$ cat src/rtl/poly_note_player.sv
// Polyphonic square-wave tone generator: keys are synchronised, assigned to free voices
// with per-voice half-period dividers, and mixed into a 1-bit sigma-delta speaker stream.
module poly_note_player #(
  parameter int CLK_HZ   = 50000000,
  parameter int NUM_KEYS = 8,
  parameter int NUM_CH   = 4,
  parameter int CNT_W    = 17
) (
  input  logic                clk,
  input  logic                rst_n,
  input  logic [NUM_KEYS-1:0] keys,
  input  logic [1:0]          octave,
  output logic [NUM_CH-1:0]   voice_active,
  output logic [NUM_CH-1:0]   voice_wave,
  output logic                busy,
  output logic                speaker
);

  localparam int AW = $clog2(2 * NUM_CH);

  // Half-period divisors for C4..C5 at octave 0, folded to constants at elaboration.
  localparam int BASE [8] = '{CLK_HZ / 524, CLK_HZ / 588, CLK_HZ / 660, CLK_HZ / 698,
                              CLK_HZ / 784, CLK_HZ / 880, CLK_HZ / 988, CLK_HZ / 1046};

  logic [NUM_KEYS-1:0] keysMeta;
  logic [NUM_KEYS-1:0] ks;
  logic [7:0]          ksPad;

  logic [2:0]       voiceKey [NUM_CH];
  logic [CNT_W-1:0] voiceDiv [NUM_CH];
  logic [CNT_W-1:0] voiceCnt [NUM_CH];

  logic [7:0]        held;
  logic              candValid;
  logic [2:0]        candKey;
  logic              freeValid;
  logic [2:0]        freeIdx;
  logic              allocNow;
  logic [CNT_W-1:0]  allocDiv;
  logic [NUM_CH-1:0] allocVec;
  logic [NUM_CH-1:0] releaseVec;
  logic [NUM_CH-1:0] nextActive;

  logic [AW-1:0] acc;
  logic [AW:0]   mixSum;

  assign ksPad = 8'(ks);

  always_ff @(posedge clk or negedge rst_n) begin
    if (!rst_n) begin
      keysMeta <= '0;
      ks       <= '0;
    end else begin
      keysMeta <= keys;
      ks       <= keysMeta;
    end
  end

  // A releasing voice still counts as active here, so it can only be reused next clock.
  always_comb begin
    held = '0;
    for (int v = 0; v < NUM_CH; v++) begin
      if (voice_active[v]) held[voiceKey[v]] = 1'b1;
    end
    candValid = 1'b0;
    candKey   = '0;
    for (int i = NUM_KEYS - 1; i >= 0; i--) begin
      if (ksPad[i] && !held[i]) begin
        candValid = 1'b1;
        candKey   = 3'(i);
      end
    end
    freeValid = 1'b0;
    freeIdx   = '0;
    for (int v = NUM_CH - 1; v >= 0; v--) begin
      if (!voice_active[v]) begin
        freeValid = 1'b1;
        freeIdx   = 3'(v);
      end
    end
    allocNow = candValid && freeValid;
    allocDiv = CNT_W'(BASE[candKey]) >> octave;
    if (allocDiv < CNT_W'(2)) allocDiv = CNT_W'(2);
    allocVec   = '0;
    releaseVec = '0;
    for (int v = 0; v < NUM_CH; v++) begin
      if (allocNow && (int'(freeIdx) == v)) allocVec[v] = 1'b1;
      releaseVec[v] = voice_active[v] && !ksPad[voiceKey[v]];
    end
    nextActive = (voice_active & ~releaseVec) | allocVec;
  end

  always_ff @(posedge clk or negedge rst_n) begin
    if (!rst_n) begin
      voice_active <= '0;
      voice_wave   <= '0;
      busy         <= 1'b0;
      for (int v = 0; v < NUM_CH; v++) begin
        voiceKey[v] <= '0;
        voiceDiv[v] <= '0;
        voiceCnt[v] <= '0;
      end
    end else begin
      busy <= &nextActive;
      for (int v = 0; v < NUM_CH; v++) begin
        if (allocVec[v]) begin
          voice_active[v] <= 1'b1;
          voiceKey[v]     <= candKey;
          voiceDiv[v]     <= allocDiv;
          voiceCnt[v]     <= allocDiv - CNT_W'(1);
          voice_wave[v]   <= 1'b0;
        end else if (releaseVec[v]) begin
          voice_active[v] <= 1'b0;
          voice_wave[v]   <= 1'b0;
          voiceCnt[v]     <= '0;
        end else if (voice_active[v]) begin
          if (voiceCnt[v] == '0) begin
            voiceCnt[v]   <= voiceDiv[v] - CNT_W'(1);
            voice_wave[v] <= ~voice_wave[v];
          end else begin
            voiceCnt[v] <= voiceCnt[v] - CNT_W'(1);
          end
        end
      end
    end
  end

  assign mixSum = (AW + 1)'(acc) + (AW + 1)'($countones(voice_wave));

  // First-order sigma-delta: emit a 1 each time the running sum crosses NUM_CH.
  always_ff @(posedge clk or negedge rst_n) begin
    if (!rst_n) begin
      acc     <= '0;
      speaker <= 1'b0;
    end else if (mixSum >= (AW + 1)'(NUM_CH)) begin
      acc     <= AW'(mixSum - (AW + 1)'(NUM_CH));
      speaker <= 1'b1;
    end else begin
      acc     <= AW'(mixSum);
      speaker <= 1'b0;
    end
  end

endmodule

$ cat config.mk
export PLATFORM = sky130hd
export DESIGN_NAME = poly_note_player
export DESIGN_NICKNAME = d
export VERILOG_FILES = /design/src/rtl/poly_note_player.sv
export SDC_FILE = /design/constraint.sdc
export NUM_CORES = 1
export LEC_CHECK = 0
export BUFFER_PORTS_ARGS = -buffer_cell sky130_fd_sc_hd__clkbuf_2
export CAP_MARGIN = 20
export CORE_MARGIN = 3
export CORE_UTILIZATION = 60
export CTS_CLUSTER_DIAMETER = 100
export CTS_CLUSTER_SIZE = 14
export DETAILED_ROUTE_END_ITERATION = 6
export PLACE_DENSITY = 0.77
export SETUP_SLACK_MARGIN = 0.5
export SYNTH_ARGS = -nofsm -noshare
export SYNTH_HDL_FRONTEND = slang
export SYNTH_SLANG_ARGS = --single-unit
$ cat constraint.sdc
create_clock -name clk -period 11.2 [get_ports clk]
set_input_delay 0.56 -clock clk [delete_from_list [all_inputs] [get_ports clk]]
set_output_delay 0.56 -clock clk [all_outputs]
set_load 0.01 [all_outputs]
**Word level (Yosys, flattened, before mapping)**

Memory sizes are Yosys's and may differ from the RTL's.
Cells that the tools add are included.

- Flip-flop bits (word level): 177
- Bits in latches: 0
- Bits in writable memories: 0
- ROM bits: 256
- Input bits: 12
- Output and inout port bits: 10
- Logic and storage cells: 214
- Memories kept: 1

Memory list:

| memory | words | bits a word | rd ports | clocked after memory_dff | write ports | RTL line | text |
|---|---|---|---|---|---|---|---|
| (no name shown) | 8 | 32 | 1 | 0 | 0 | 82 | `allocDiv = CNT_W'(BASE[candKey]) >> octave;` |

- Add/subtract/negate cells: 14
- $mul: 0
- Divide/modulo/power cells: 0
- $lt $le $gt $ge: 11
- Equality and inequality tests: 3
- Shift-type cells: 1
- Mux-type cells: 93
- Bitwise operators: 11
- Reductions and logical operators: 55

Operator list:

| operator | count |
|---|---|
| 2-to-1 mux 17 bit | 19 |
| subtractor 17 x 1 -> 17 bit (second input constant) | 9 |
| logical NOT 17 bit | 4 |
| 2-to-1 mux 1 bit | 49 |
| 2-to-1 mux 3 bit | 12 |
| 2-to-1 mux 8 bit | 4 |
| bitwise OR 8 bit | 3 |
| nonzero test 3 bit | 8 |
| logical AND 1 bit | 21 |
| less-than comparator 17 x 2 -> 1 bit (second input constant) | 1 |
| >> shifter 17 x 2 -> 17 bit | 1 |
| less-than comparator 3 x 4 -> 1 bit (second input constant) | 4 |
| binary-select mux 1 bit (select 3 bit) | 4 |
| demux 1 bit (select 3 bit) | 4 |
| greater-or-equal comparator 3 x 1 -> 1 bit (second input constant) | 4 |
| logical NOT 1 bit | 12 |
| AND reduction 2 bit | 4 |
| nonzero test 2 bit | 4 |
| == test 3 bit (second input constant) | 2 |
| adder 1 x 1 -> 2 bit | 2 |
| adder 3 x 3 -> 4 bit | 1 |
| AND 4 bit | 1 |
| greater-or-equal comparator 4 x 3 -> 1 bit (second input constant) | 1 |
| greater-or-equal comparator 4 bit (second input constant) | 1 |
| other kinds (10) | 13 |

**Longest topological paths before layout**

Gate-level depths: netlist (run 1).

- Depth after elaboration: 30
- Depth in mapped cells: 20
- Gate-level depth less buffers: 18

**Worst setup path before layout (run 1)**

OpenSTA, ideal clock, no wires.

- Path kind: register -> register
- Start point: reg voiceKey[3] in the netlist's numbering
- End point: reg voiceCnt[27] in the netlist's numbering
- Setup time: 126 ps
- Data arrival time: 4,064 ps
- Data required time: 11,074 ps
- Slack: 7,010 ps
- Stages on the path, launching flop included: 18
- Path buffers: 1
- Clock period less this slack: 4,190 ps
- Path through: dfrtp_1 -> buf_6 -> or4b_1 -> o2111a_2 -> a22oi_4 -> nand2_1 -> inv_1 -> ha_1 -> nand2_1 -> o22ai_1 -> a221oi_1 -> nand2_1 -> ha_1 -> inv_1 -> a2111o_1 -> nor4_4 -> nor3_1 -> a311o_1

- Word-level cells in the longest chain between the ends: 27
- Elaborated cells between the ends (all ways): 59
- Those cells by class: add/sub: 1; order compare: 3; shift: 1; mux: 28; bitwise: 3; reduce/logical: 22; memory: 1

Ends and longest elaborated chain:

| item | RTL line | text |
|---|---|---|
| start, declared | 29 | `logic [2:0] voiceKey [NUM_CH];` |
| start signal, assigned by index | 108 | `voiceKey[v] <= candKey;` |
| less-than comparator 3 x 4 -> 1 bit (not written as such) / greater-or-equal comparator 3 x 1 -> 1 bit (equally long branches) | 63 | `if (voice_active[v]) held[voiceKey[v]] = 1'b1;` |
| logical AND 1 bit (not written as such) | 63 |  |
| 2-to-1 mux 1 bit (not written as such) | 63 |  |
| demux 1 bit (select 3 bit) (*) | 63 |  |
| bitwise OR 8 bit (no line) (*) | n/a |  |
| 2-to-1 mux 8 bit (*) | 63 |  |
| bitwise OR 8 bit (no line) | n/a |  |
| 2-to-1 mux 8 bit (*) | 63 |  |
| (+10 left out) | n/a |  |
| via candKey[1] | 35 | `logic [2:0] candKey;` |
| inverter 3 -> 4 bit (not written as such) (*) | 82 |  |
| memory read (8 x 32 bit) (*) | n/a |  |
| 2-to-1 mux 17 bit (not written as such) (*) (2 in a row) | 82 |  |
| >> shifter 17 x 2 -> 17 bit (*) | 82 |  |
| less-than comparator 17 x 2 -> 1 bit | 83 | `if (allocDiv < CNT_W'(2)) allocDiv = CNT_W'(2);` |
| 2-to-1 mux 17 bit (*) | 83 |  |
| subtractor 17 x 1 -> 17 bit (*) | 110 | `voiceCnt[v] <= allocDiv - CNT_W'(1);` |
| 2-to-1 mux 17 bit (*) | 106 | `if (allocVec[v]) begin` |
| end signal, assigned by index | 110 |  |
| end signal, assigned by index | 118 | `voiceCnt[v] <= voiceDiv[v] - CNT_W'(1);` |
| end signal, assigned by index | 121 | `voiceCnt[v] <= voiceCnt[v] - CNT_W'(1);` |
| end, declared | 31 | `logic [CNT_W-1:0] voiceCnt [NUM_CH];` |

Mark *: on every way through the listed nets, which the timed path passes. The rest lies on a longest branch. The select of a mux whose other input is x is not followed.
A chain may end at the register's enable or synchronous reset.

**Worst setup path after layout (run 1)**

- Start point: reg voice_active[0]
- End point: reg voiceCnt[57] in the netlist's numbering

- Word-level cells in the longest chain between the ends: 26
- Elaborated cells between the ends (all ways): 57
- Those cells by class: add/sub: 1; order compare: 1; shift: 1; mux: 28; bitwise: 4; reduce/logical: 21; memory: 1

Ends and longest elaborated chain:

| item | RTL line | text |
|---|---|---|
| start, declared | 13 | `output logic [NUM_CH-1:0] voice_active,` |
| start signal, assigned | 95 | `voice_active <= '0;` |
| start signal, assigned by index | 107 | `voice_active[v] <= 1'b1;` |
| start signal, assigned by index | 113 | `voice_active[v] <= 1'b0;` |
| 2-to-1 mux 8 bit (*) | 63 |  |
| bitwise OR 8 bit (no line) | n/a |  |
| 2-to-1 mux 8 bit (*) | 63 |  |
| bitwise OR 8 bit (no line) | n/a |  |
| 2-to-1 mux 8 bit (*) | 63 |  |
| bitwise OR 8 bit (no line) | n/a |  |
| 2-to-1 mux 8 bit (*) | 63 |  |
| logical NOT 1 bit | 68 | `if (ksPad[i] && !held[i]) begin` |
| (+9 left out) | n/a |  |
| via candKey[1] | 35 |  |
| inverter 3 -> 4 bit (not written as such) (*) | 82 |  |
| memory read (8 x 32 bit) (*) | n/a |  |
| 2-to-1 mux 17 bit (not written as such) (*) (2 in a row) | 82 |  |
| >> shifter 17 x 2 -> 17 bit (*) | 82 |  |
| less-than comparator 17 x 2 -> 1 bit | 83 |  |
| 2-to-1 mux 17 bit (*) | 83 |  |
| subtractor 17 x 1 -> 17 bit (*) | 110 |  |
| 2-to-1 mux 17 bit (*) | 106 |  |

Marked as above.

==> summary.txt, run 1 <==
Floorplan
  • Chip Height: 142 microns
  • Top Ports: 22
  • Chip width: 142 microns
  • Starting Density: 61.7%
  • Core area: 18,100 sq um
  • Rows: 49
  • Die area: 20,300 sq um

GRT
  • Initial antenna violation count: 1
  • Pin count of the biggest net entering global routing: 104
  • Congestion Overflow GR: 0
  • Vias in the first global route: 9,877
  • Total Routing Usage GR: 33.9%
  • First-pass GRT wire length: 54.3 mm

Yosys
  • Synth Flop Type: dfrtp_1
  • Synth Net Count: 1,351
  • Yosys warns: 0
  • Register area share after synthesis: 39.7%
  • Synth cell types: 85
  • Syn Area/Cell: 8.44 sq um
  • Ys async rst share: 100%
  • Yosys reg bits: 177
  • Synthesized area: 11,200 sq um
  • Post-synth EDFFs: 0
  • Mapped Cells: 1,321

Flow run
  • Max-Cap Viols: 0

Clocking
  • TritonCTS clock tree: done
  • Clk buf depth: 2
  • Root Driver: clkbuf_16
  • Post-cts resize count: 0
  • Clk_lat worst skew: 0.44 ns
  • Setup bufs post-CTS: 0
  • Cts hold-fix bufs: 0
  • Sink Count: 177
  • # H-tree levels: 4
  • CTS Buf Count: 17
  • Clock slew seen by the registers of the worst setup and hold paths: 0.08 ns

Critical path
  • Critical Path AT: 5.89 ns
  • CP Cell Sequence: nand2b_4 -> o2111ai_1 -> and2_0 -> o31ai_1 -> nand2_1 -> inv_1 -> ha_1 -> nand2_1 -> o22ai_1 -> a221oi_1 -> nand2_1 -> ha_1 -> inv_1 -> a2111o_1 -> nor3_1 -> xor2_1 -> o221ai_1
  • CP Max Fanout: 19
  • Critical path's largest stage delay: 0.83 ns
  • Worst setup EP type: flip-flop
  • Worst path slowest cell: dfrtp_1
  • Cell repeated most along the worst path: nand2_1
  • Delay-heaviest family, CP: compound AO/OA/AOI/OAI gates
  • Critical Path RT: 11.48 ns
  • Kind of start point of the critical path: flip-flop
  • Crit path kind: flip-flop to flip-flop
  • CP Buf/Inv Count: 2

STA
  • Fin. Hold Viols: 0
  • Fmax: 0.178 GHz
  • Tmin final: 5.62 ns
  • Slew HR: 26.4%
  • Actual slew at the worst max-slew pin: 1.08 ns
  • RSZ-0062 raised after global routing: false
  • Setup TNS Final: 0 ns
  • Tcrit/Tclk final: 50.1%
  • Final hold slack: 0.221 ns
  • Setup-failing EPs final: 0
  • Slew Limit Fails: 0
  • Worst clock skew: 0.0123 ns

Status
  • Status: finished, final reports clean

Worst hold path
  • Worst hold path class: primary input to flip-flop

Cells and area
  • Share of cells above drive strength 1: 8.35%
  • Final Cell Area: 12,000 sq um
  • Area delta synth->final: 7.71%
  • Fill count: 1,470
  • # diodes: 0
  • Final core occ: 66.4%
  • Nets: 1,334
  • Finished Layout Cells: 1,546

Detailed routing
  • Remaining DRCs: 0
  • DR iter-0 viols: 1,203
  • Via count: 10,625
  • Pre-antenna DRT Iters: 5
  • Avg WL per Cell: 21.6 microns
  • Final wirelength: 33.4 mm
  • DR vias/cell: 6.87
  • Antenna-violating nets left: 0

Power
  • Pwr/cell area: 309 nW/um^2
  • Worst ir drop on vdd: 0.000157 V
  • Leakage power: 4.89 nW

Placed design
  • DP Area: 11,400 sq um
  • Routability congestion estimate: 0.933
  • Placed insts: 1,513
  • I/O Buffers: 21
  • Final HPWL DP: 22.7 mm
[per-layer routing]
metal	GRT usage, %	vias up	wire, microns
met4	12.4	0	1160
met2	52.1	520	15200
met5	0	-	0
met1	48.4	5130	14400
li1	-	4893	-
met3	6.35	82	2710
[cell usage in the layout, fill, tap and decap left out, drive strengths merged, types with 7 or more instances in the layout]
cell type,instances
o22ai,13
clkbuf,37
inv,28
o21ai,170
nand4,12
o221ai,48
nand4b,7
a31oi,27
a21o,9
nor3,23
xnor2,10
and3,20
nand2,158
o211ai,10
and2,18
a21oi,87
or2,7
or4,9
nor2,141
dfrtp,177
nand2b,11
nand3,33
or3,13
mux2i,32
a211oi,20
nor2b,20
o31ai,8
buf,26
ha,15
nor4,27
[cell usage after synthesis (5+ instances only)]
cell,n,share of area [%]
nand3b_1,6,0.40
nand4b_1,7,0.55
o21a_1,6,0.40
clkbuf_1,64,2.2
ha_1,15,1.7
o221ai_1,48,3.8
mux2i_1,32,2.9
o211ai_1,10,0.67
a31oi_1,27,1.5
nor4_1,23,1.3
a21o_1,9,0.61
nor2_1,140,4.7
a211oi_1,19,1.3
xor2_1,5,0.39
nand2b_1,10,0.56
o21ai_0,162,7.3
buf_2,13,0.58
and3_1,20,1.1
or4_1,9,0.61
or3_1,13,0.73
o31ai_1,8,0.54
nor2b_1,20,1.1
dfrtp_1,177,40
o22ai_1,13,0.73
nand3_1,32,1.4
nor4bb_1,6,0.54
nor3_1,23,1.0
o2111ai_1,5,0.39
inv_1,18,0.61
mux4_2,6,1.2
xnor2_1,10,0.79
nand4_1,12,0.67
and2_1,16,0.90
o21ai_1,8,0.36
a21oi_1,87,3.9
nand2_1,158,5.3
[power by group]
| group | switching (mW) | internal (mW) |
|---|---|---|
| Combinational | 1.16 | 0.657 |
| Sequential | 0.368 | 0.907 |
| Clock | 0.285 | 0.337 |
| Total | 1.82 | 1.90 |
[stage by stage]
step / worst slack [ns] / total power [mW]
finish: 5.58 / 3.72
CTS: 5.80 / 3.67
global placement: 5.95 / 3.01
floorplan: 7.01 / 2.46
global route: 5.28 / 3.98
detailed placement: 5.83 / 3.04
[worst paths after layout]
check,from,slack [ns],depth (start not counted),to
worst max-delay path,voice_active[0],5.58,17,voiceCnt[57]
worst min-delay path,keys[7],0.22,1,keysMeta[7]
worst max register to register,voice_active[0],5.58,17,voiceCnt[57]
worst min register to register,keysMeta[4],0.35,0,ks[4]
max in group asynchronous,rst_n,9.37,2,voiceCnt[18]
min in group asynchronous,rst_n,0.23,1,acc[0]
[registers in the layout, indices dropped and copies added, names as in the netlist]
signal / flops
busy: 1
voiceKey: 12
voiceCnt: 68
voice_active: 4
voice_wave: 4
keysMeta: 8
acc: 3
voiceDiv: 68
speaker: 1
ks: 8
[final cells by class]
type | instances | area (sq um) | share of cell area (%)
clock inverters | 15 | 171 | 1.43
flip-flops and latches | 177 | 4430 | 36.9
multi-input cells | 1041 | 6320 | 52.6
repair buffers | 46 | 299 | 2.49
clock buffers | 17 | 425 | 3.54
inverters | 21 | 78.8 | 0.656
well taps | 229 | 287 | 2.38
[kinds of logic after synthesis]
logic type | count (synthesis) | share of synthesized area [%]
and+or+nand+nor | 525 | 23.8
AOI/OAI and AO/OA | 442 | 25.0
DFF | 177 | 39.7
buffers and inverters | 103 | 3.75
muxes | 41 | 4.39
adders and majority gates | 18 | 2.22
xor gates and xnor gates | 15 | 1.18
(Power assumes the default switching activity.)
==> inputs of run 2 (changes only) <==
CORE_UTILIZATION = 58   (was 60)
clock period = 5.05 ns   (was 11.2 ns; I/O delays follow)
==> run 2 against run 1 <==
Non-clock buffer count grew 47. Clock skew down 0.00097 ns. Die area is 3.3% higher. Clock power up 110%. Global-route usage decreased by 1.3 points. Total power increased by 130%. Highest routed layer unchanged.
==> summary.txt, run 2 (same netlist as run 1, synthesis figures left out) <==
Floorplan
  • Chip Height: 145 microns (+1.6%)
  • Core area: 18,800 sq um (+4.1%)
  • Top Ports: 22 (unchanged)
  • Die area: 20,900 sq um (+3.3%)
  • Starting Density: 59.2% (-2.4 points)
  • Rows: 50 (+2.0%)
  • Chip width: 145 microns (+1.6%)

Detailed routing
  • Final wirelength: 33.8 mm (+1.1%)
  • Remaining DRCs: 0 (unchanged)
  • Pre-antenna DRT Iters: 6 (+1)
  • DR vias/cell: 6.66 (-3.1%)
  • Antenna-violating nets left: 0 (unchanged)
  • Avg WL per Cell: 20.8 microns (-3.7%)
  • DR iter-0 viols: 1,162 (-3.4%)
  • Via count: 10,810 (+1.7%)

GRT
  • Initial antenna violation count: 0 (-1)
  • Vias in the first global route: 9,850 (-0.27%)
  • Routing usage on met1: 45.5% (-2.9 points)
  • Total Routing Usage GR: 32.6% (-1.3 points)
  • Congestion Overflow GR: 0 (unchanged)
  • Global-route met3 utilization: 7.07% (+0.71 points)
  • Met2 usage: 50.1% (-2.1 points)
  • Busiest grt layer: met2
  • Pin count of the biggest net entering global routing: 64 (-38%)
  • First-pass GRT wire length: 53.5 mm (-1.5%)

Critical path
  • Capturing point of the worst reg2reg path: voiceCnt[38]
  • Critical Path AT: 4.59 ns (-1.30 ns)
  • Kind of start point of the critical path: flip-flop
  • Reg2Reg Depth: 15 (-2)
  • Worst setup EP type: flip-flop
  • Crit path kind: flip-flop to flip-flop
  • R2R Path Start: voiceKey[8]
  • Critical Path RT: 5.35 ns (-6.13 ns)
  • R2R setup slack: 0.76 ns (-4.82 ns)
  • CP Max Fanout: 11 (-8)

Clocking
  • Root Driver: clkbuf_16
  • CTS Buf Count: 17 (unchanged)
  • Sink Count: 177 (unchanged)
  • Clock slew seen by the registers of the worst setup and hold paths: 0.08 ns (about the same)
  • TritonCTS clock tree: done
  • # H-tree levels: 4 (unchanged)
  • Clk buf depth: 2 (unchanged)
  • Clk_lat worst skew: 0.44 ns (about the same)

Power
  • Pwr/cell area: 680 nW/um^2 (+120%)
  • Flop pwr share: 32.5% (-1.8 points)
  • Switching Share: 48.7% (-0.20 points)
  • Pint: 4.35 mW (+130%)
  • Share of power burned in the clock network: 15.4% (-1.3 points)
  • Worst ir drop on vdd: 0.000306 V (+96%)
  • Combinational fraction of design power: 52.1% (+3.1 points)
  • Leakage power: 5.10 nW (+4.4%)
  • Psw: 4.12 mW (+130%)

STA
  • Setup TNS Final: 0 ns (unchanged)
  • Fin. Hold Viols: 0 (unchanged)
  • Slew HR: 34.4% (+8.0 points)
  • Fmax: 0.233 GHz (+31%)
  • RSZ-0062 raised after global routing: true
  • Tmin final: 4.29 ns (-1.33 ns)
  • Slew Limit Fails: 0 (unchanged)
  • Worst clock skew: 0.0113 ns (-0.000966 ns)
  • Setup-failing EPs final: 0 (unchanged)
  • Tcrit/Tclk final: 84.9% (+35 points)
  • Actual slew at the worst max-slew pin: 0.981 ns (-0.102 ns)

Flow run
  • Max-Cap Viols: 0 (unchanged)

Cells and area
  • Nets: 1,381 (+3.5%)
  • Commonest non-fill, non-tap cell in the layout: dfrtp_1
  • Share of cells above drive strength 1: 11.7% (+3.3 points)
  • Area delta synth->final: 11.7%
  • Fill count: 1,578 (+7.3%)
  • # diodes: 0 (unchanged)
  • Most frequent cells in the layout: dfrtp_1 (174), o21ai_0 (161), nand2_1 (157), nor2_1 (140), a21oi_1 (85)
  • Biggest regs: voiceCnt (68), voiceDiv (68), voiceKey (12)
  • Final Cell Area: 12,500 sq um (+3.7%)

Placed design
  • DP Area: 11,700 sq um (+2.6%)
  • Routability congestion estimate: 0.948 (+1.6%)
  • Final HPWL DP: 23.7 mm (+4.4%)
  • I/O Buffers: 21 (unchanged)

Worst hold path
  • Worst hold path class: primary input to asynchronous set/reset pin

Status
  • Status: finished, final reports clean
[run 2: cell count changes in the layout (fill, tap and decap cells not counted), moves of 3 or more]
cell,before,now
buf_4,25,61
ha_1,15,12
dfrtp_2,0,3
clkinv_4,0,3
dlygate4sd3_1,0,9
dfrtp_1,177,174
ha_2,0,3
[run 2: area by class of cell]
cell class                      instances  area, sq um  area share, %
Timing Repair Buffer                   93          699           5.61
Inverter                               21         78.8          0.632
Clock buffer                           17          425           3.41
Sequential cell                       177         4430           35.6
Tap cell                              260          325           2.61
Multi-Input combinational cell       1041         6360           51.0
Clock inverter                         15          144           1.15
[run 2: layer usage]
metal  vias to the layer above  share of wire [%]  wire [microns]
met5                         -                  0               0
met4                         0                3.7            1240
met3                        80                7.3            2450
met2                       494                 45           15300
met1                      5251                 44           14800
li1                       4985                  -               -
[run 2: repair_timing]
item,in CTS,in global routing
setup buffers,1,5
setup endpoints to repair,3,25
endpoints found under the hold margin,62,0
hold buffers,9,0
resized for setup,0,14
gates cloned,0,0
pin swaps,1,3
[run 2: how the worst max path moves through the flow]
stage           startpoint            to  slack (ns)  cells after the start
3_3_place_gp   voiceKey[0]   voiceCnt[8]        0.59                     18
3_5_place_dp   voiceKey[0]   voiceCnt[8]        0.48                     18
4_1_cts        voiceKey[9]   voiceCnt[4]        0.63                     19
6_report       voiceKey[8]  voiceCnt[38]        0.76                     15
5_1_grt        voiceKey[2]  voiceCnt[25]        0.48                     19
2_1_floorplan  voiceKey[3]  voiceCnt[27]        0.86                     17
[run 2: power by group through the flow]
stage	Sequential [mW]	Combinational (mW)	Clock, mW
after floorplan	2.45	3.01	0
after global placement	2.72	4.17	0
after detailed placement	2.73	4.24	0
after CTS	2.72	4.28	1.32
after global routing	2.83	4.83	1.39
final	2.75	4.41	1.31
[run 2: critical path, stage by stage, from the launching register on]
cell	delay [ns]
dfrtp_1	0.52
nor4bb_1	0.55
nor4_4	0.10
buf_4	0.17
nor4_4	0.69
buf_4	0.31
o22ai_2	0.14
a221oi_2	0.34
nand2_1	0.12
ha_1	0.21
inv_1	0.08
a2111o_1	0.17
nor2_1	0.07
xor2_1	0.33
buf_4	0.24
o221ai_1	0.12
[run 2: per-stage QoR]
step                      hold WS (ns)  util [%]  power, mW  cells  setup WS [ns]
after floorplan                -0.0431         -       5.46   1321          0.860
after global placement           0.231      62.2       6.88   1577          0.588
after detailed placement         0.241      62.2       6.98   1577          0.479
after CTS                        0.338      65.7       8.32   1619          0.630
after global routing             0.359      66.2       9.05   1624          0.479
final                            0.320      66.2       8.47   1624          0.764
==> inputs of run 3 (changes only) <==
CORE_UTILIZATION = 60   (was 58)
clock period = 4.3 ns   (was 5.05 ns; I/O delays follow)
==> run 3 against run 2 <==
The flow now finishes with violations (DRC). Sequential share of layout area shrank 2.2 points. Global-route usage rose by 2.1 points. Cell count is 1.5% higher. Critical path depth decreased by 1. Sequential power rose by 17%. Via count increased by 2.8%. Critical path type unchanged.
==> summary.txt, run 3 (same netlist as run 1, synthesis figures left out) <==
STA
  • Tmin final: 3.81 ns (-0.471 ns)
  • Final hold slack: 0.350 ns (+0.0303 ns)
  • Setup TNS Final: 0 ns (unchanged)
  • Fin. Hold Viols: 0 (unchanged)
  • Setup-failing EPs final: 0 (unchanged)
  • Slew HR: 40.2% (+5.8 points)
  • Fmax: 0.262 GHz (+12%)
  • Actual slew at the worst max-slew pin: 0.897 ns (-0.0837 ns)
  • RSZ-0062 raised after global routing: true
  • Worst clock skew: 0.0104 ns (-0.000861 ns)
  • Slew Limit Fails: 0 (unchanged)
  • Tcrit/Tclk final: 88.7% (+3.8 points)

Critical path
  • Reg2Reg Depth: 14 (-1)
  • R2R Path Start: voiceKey[7]
  • Critical path endpoint: voiceCnt[57]
  • Kind of start point of the critical path: flip-flop
  • Critical Path RT: 4.58 ns (-0.77 ns)
  • Crit path kind: flip-flop to flip-flop
  • CP Max Fanout: 10 (-1)
  • R2R setup slack: 0.49 ns (-0.28 ns)
  • Critical Path AT: 4.09 ns (-0.50 ns)
  • Worst setup EP type: flip-flop
  • Capturing point of the worst reg2reg path: voiceCnt[57]
  • Critical path origin: voiceKey[7]

Cells and area
  • Share of cells above drive strength 1: 19.5% (+7.9 points)
  • # diodes: 0 (unchanged)
  • Most frequent cells in the layout: dfrtp_1 (162), o21ai_0 (160), nand2_1 (153), nor2_1 (137), buf_4 (105)
  • Area delta synth->final: 19.7%
  • Nets: 1,436 (+4.0%)
  • Biggest regs: voiceCnt (68), voiceDiv (68), voiceKey (12)
  • Commonest non-fill, non-tap cell in the layout: dfrtp_1

Floorplan
  • Rows: 49 (-2.0%)
  • Chip Height: 142 microns (-1.6%)
  • Die area: 20,300 sq um (-3.2%)
  • Starting Density: 61.7% (+2.4 points)
  • Top Ports: 22 (unchanged)
  • Core area: 18,100 sq um (-4.0%)
  • Chip width: 142 microns (-1.6%)

Power
  • Leakage power: 5.48 nW (+7.3%)
  • Worst ir drop on vdd: 0.000421 V (+38%)
  • Tot Pwr: 10.9 mW (+28%)
  • Pwr/cell area: 814 nW/um^2 (+20%)

Placed design
  • Routability congestion estimate: 1.01 (+6.1%)
  • Final HPWL DP: 24.4 mm (+3.0%)
  • I/O Buffers: 21 (unchanged)

Detailed routing
  • Final wirelength: 35.4 mm (+4.7%)
  • DR vias/cell: 6.74 (+1.3%)
  • DR iter-0 viols: 1,218 (+4.8%)
  • Via count: 11,112 (+2.8%)
  • Pre-antenna DRT Iters: 7 (+1)
  • Antenna-violating nets left: 0 (unchanged)
  • Remaining DRCs: 2 (+2)
  • Avg WL per Cell: 21.5 microns (+3.2%)

Worst hold path
  • Worst hold path class: flip-flop to flip-flop

Clocking
  • Clk_lat worst skew: 0.43 ns (about the same)
  • # H-tree levels: 4 (unchanged)
  • Clock slew seen by the registers of the worst setup and hold paths: 0.08 ns (about the same)
  • TritonCTS clock tree: done
  • CTS Buf Count: 17 (unchanged)
  • Root Driver: clkbuf_16
  • Sink Count: 177 (unchanged)
  • Clk buf depth: 2 (unchanged)

GRT
  • Congestion Overflow GR: 0 (unchanged)
  • Initial antenna violation count: 0 (unchanged)
  • Total Routing Usage GR: 34.8% (+2.1 points)
  • Pin count of the biggest net entering global routing: 91 (+42%)
  • First-pass GRT wire length: 55.8 mm (+4.3%)
  • Vias in the first global route: 10,455 (+6.1%)

Flow run
  • Max-Cap Viols: 0 (unchanged)

Status
  • Status: complete, but fails checks
  • Failing checks: DRC
run 3: cell count changes in the layout (fill, tap and decap cells not counted), moves of 4 or more:
cell	change
dfrtp_1	-12
ha_4	+6
ha_1	-5
nand3_1	-4
buf_4	+44
dfrtp_2	+12
buf_6	+8
nand2_1	-4
run 3: worst min path at each step:
| stage | from | endpoint | slack [ns] | cells past startpoint |
|---|---|---|---|---|
| after floorplan | rst_n | acc[0] | -0.08 | 0 |
| after global placement | keys[1] | keysMeta[1] | 0.32 | 1 |
| after detailed placement | keys[1] | keysMeta[1] | 0.32 | 1 |
| after CTS | keysMeta[6] | ks[6] | 0.35 | 0 |
| after global routing | keysMeta[3] | ks[3] | 0.36 | 0 |
| final | keysMeta[6] | ks[6] | 0.35 | 0 |
run 3: critical path, cell delays in order, from the launching register on:
cell      delay (ns)
dfrtp_2         0.49
nor4bb_2        0.33
buf_4           0.18
nor4_4          0.04
buf_4           0.16
buf_4           0.16
or4_4           0.60
buf_4           0.22
a21oi_1         0.18
nor4_1          0.12
a2111o_1        0.48
nor3_1          0.24
xor2_1          0.17
buf_4           0.19
o221ai_1        0.13
run 3: power breakdown:
group	switching, mW	internal (mW)	total (mW)	leakage, nW
Combinational	3.56	2.46	6.03	2.99
Sequential	0.844	2.38	3.22	2.20
Clock	0.725	0.894	1.62	0.292
Total	5.13	5.73	10.9	5.48
run 3: final cells by class:
type,count,area (sq um)
sequential,177,4450
tap,229,287
fill,1333,4740
clock inverter,14,168
inverter,21,91.3
clock buffer,18,439
multi-input combinational,1041,6740
timing repair buffer,148,1180
run 3: layer usage:
layer  up-vias  wire [microns]  GRT usage (%)
li1       5102               -              -
met1      5357           15100           48.7
met2       561           16100           53.5
met3        92            2840           6.62
met4         0            1340           14.4
met5         -               0              0
run 3: per-stage QoR:
stage	cells	setup slack (ns)	util (%)	cell area, sq um
after floorplan	1321	0.390	-	11300
after CTS	1628	0.504	71.8	13000
after global placement	1563	0.118	66.0	11900
after detailed placement	1564	0.155	66.1	12000
final	1648	0.485	73.8	13400
after global routing	1648	0.335	73.8	13400
run 3: timing repair:
action                                 in CTS  in global routing
buffers inserted                           23                 20
endpoints found under the hold margin      97                  0
hold buffers                                9                  0
setup endpoints to repair                  27                 35
resized for setup                          39                 44
pin swaps                                  16                 29
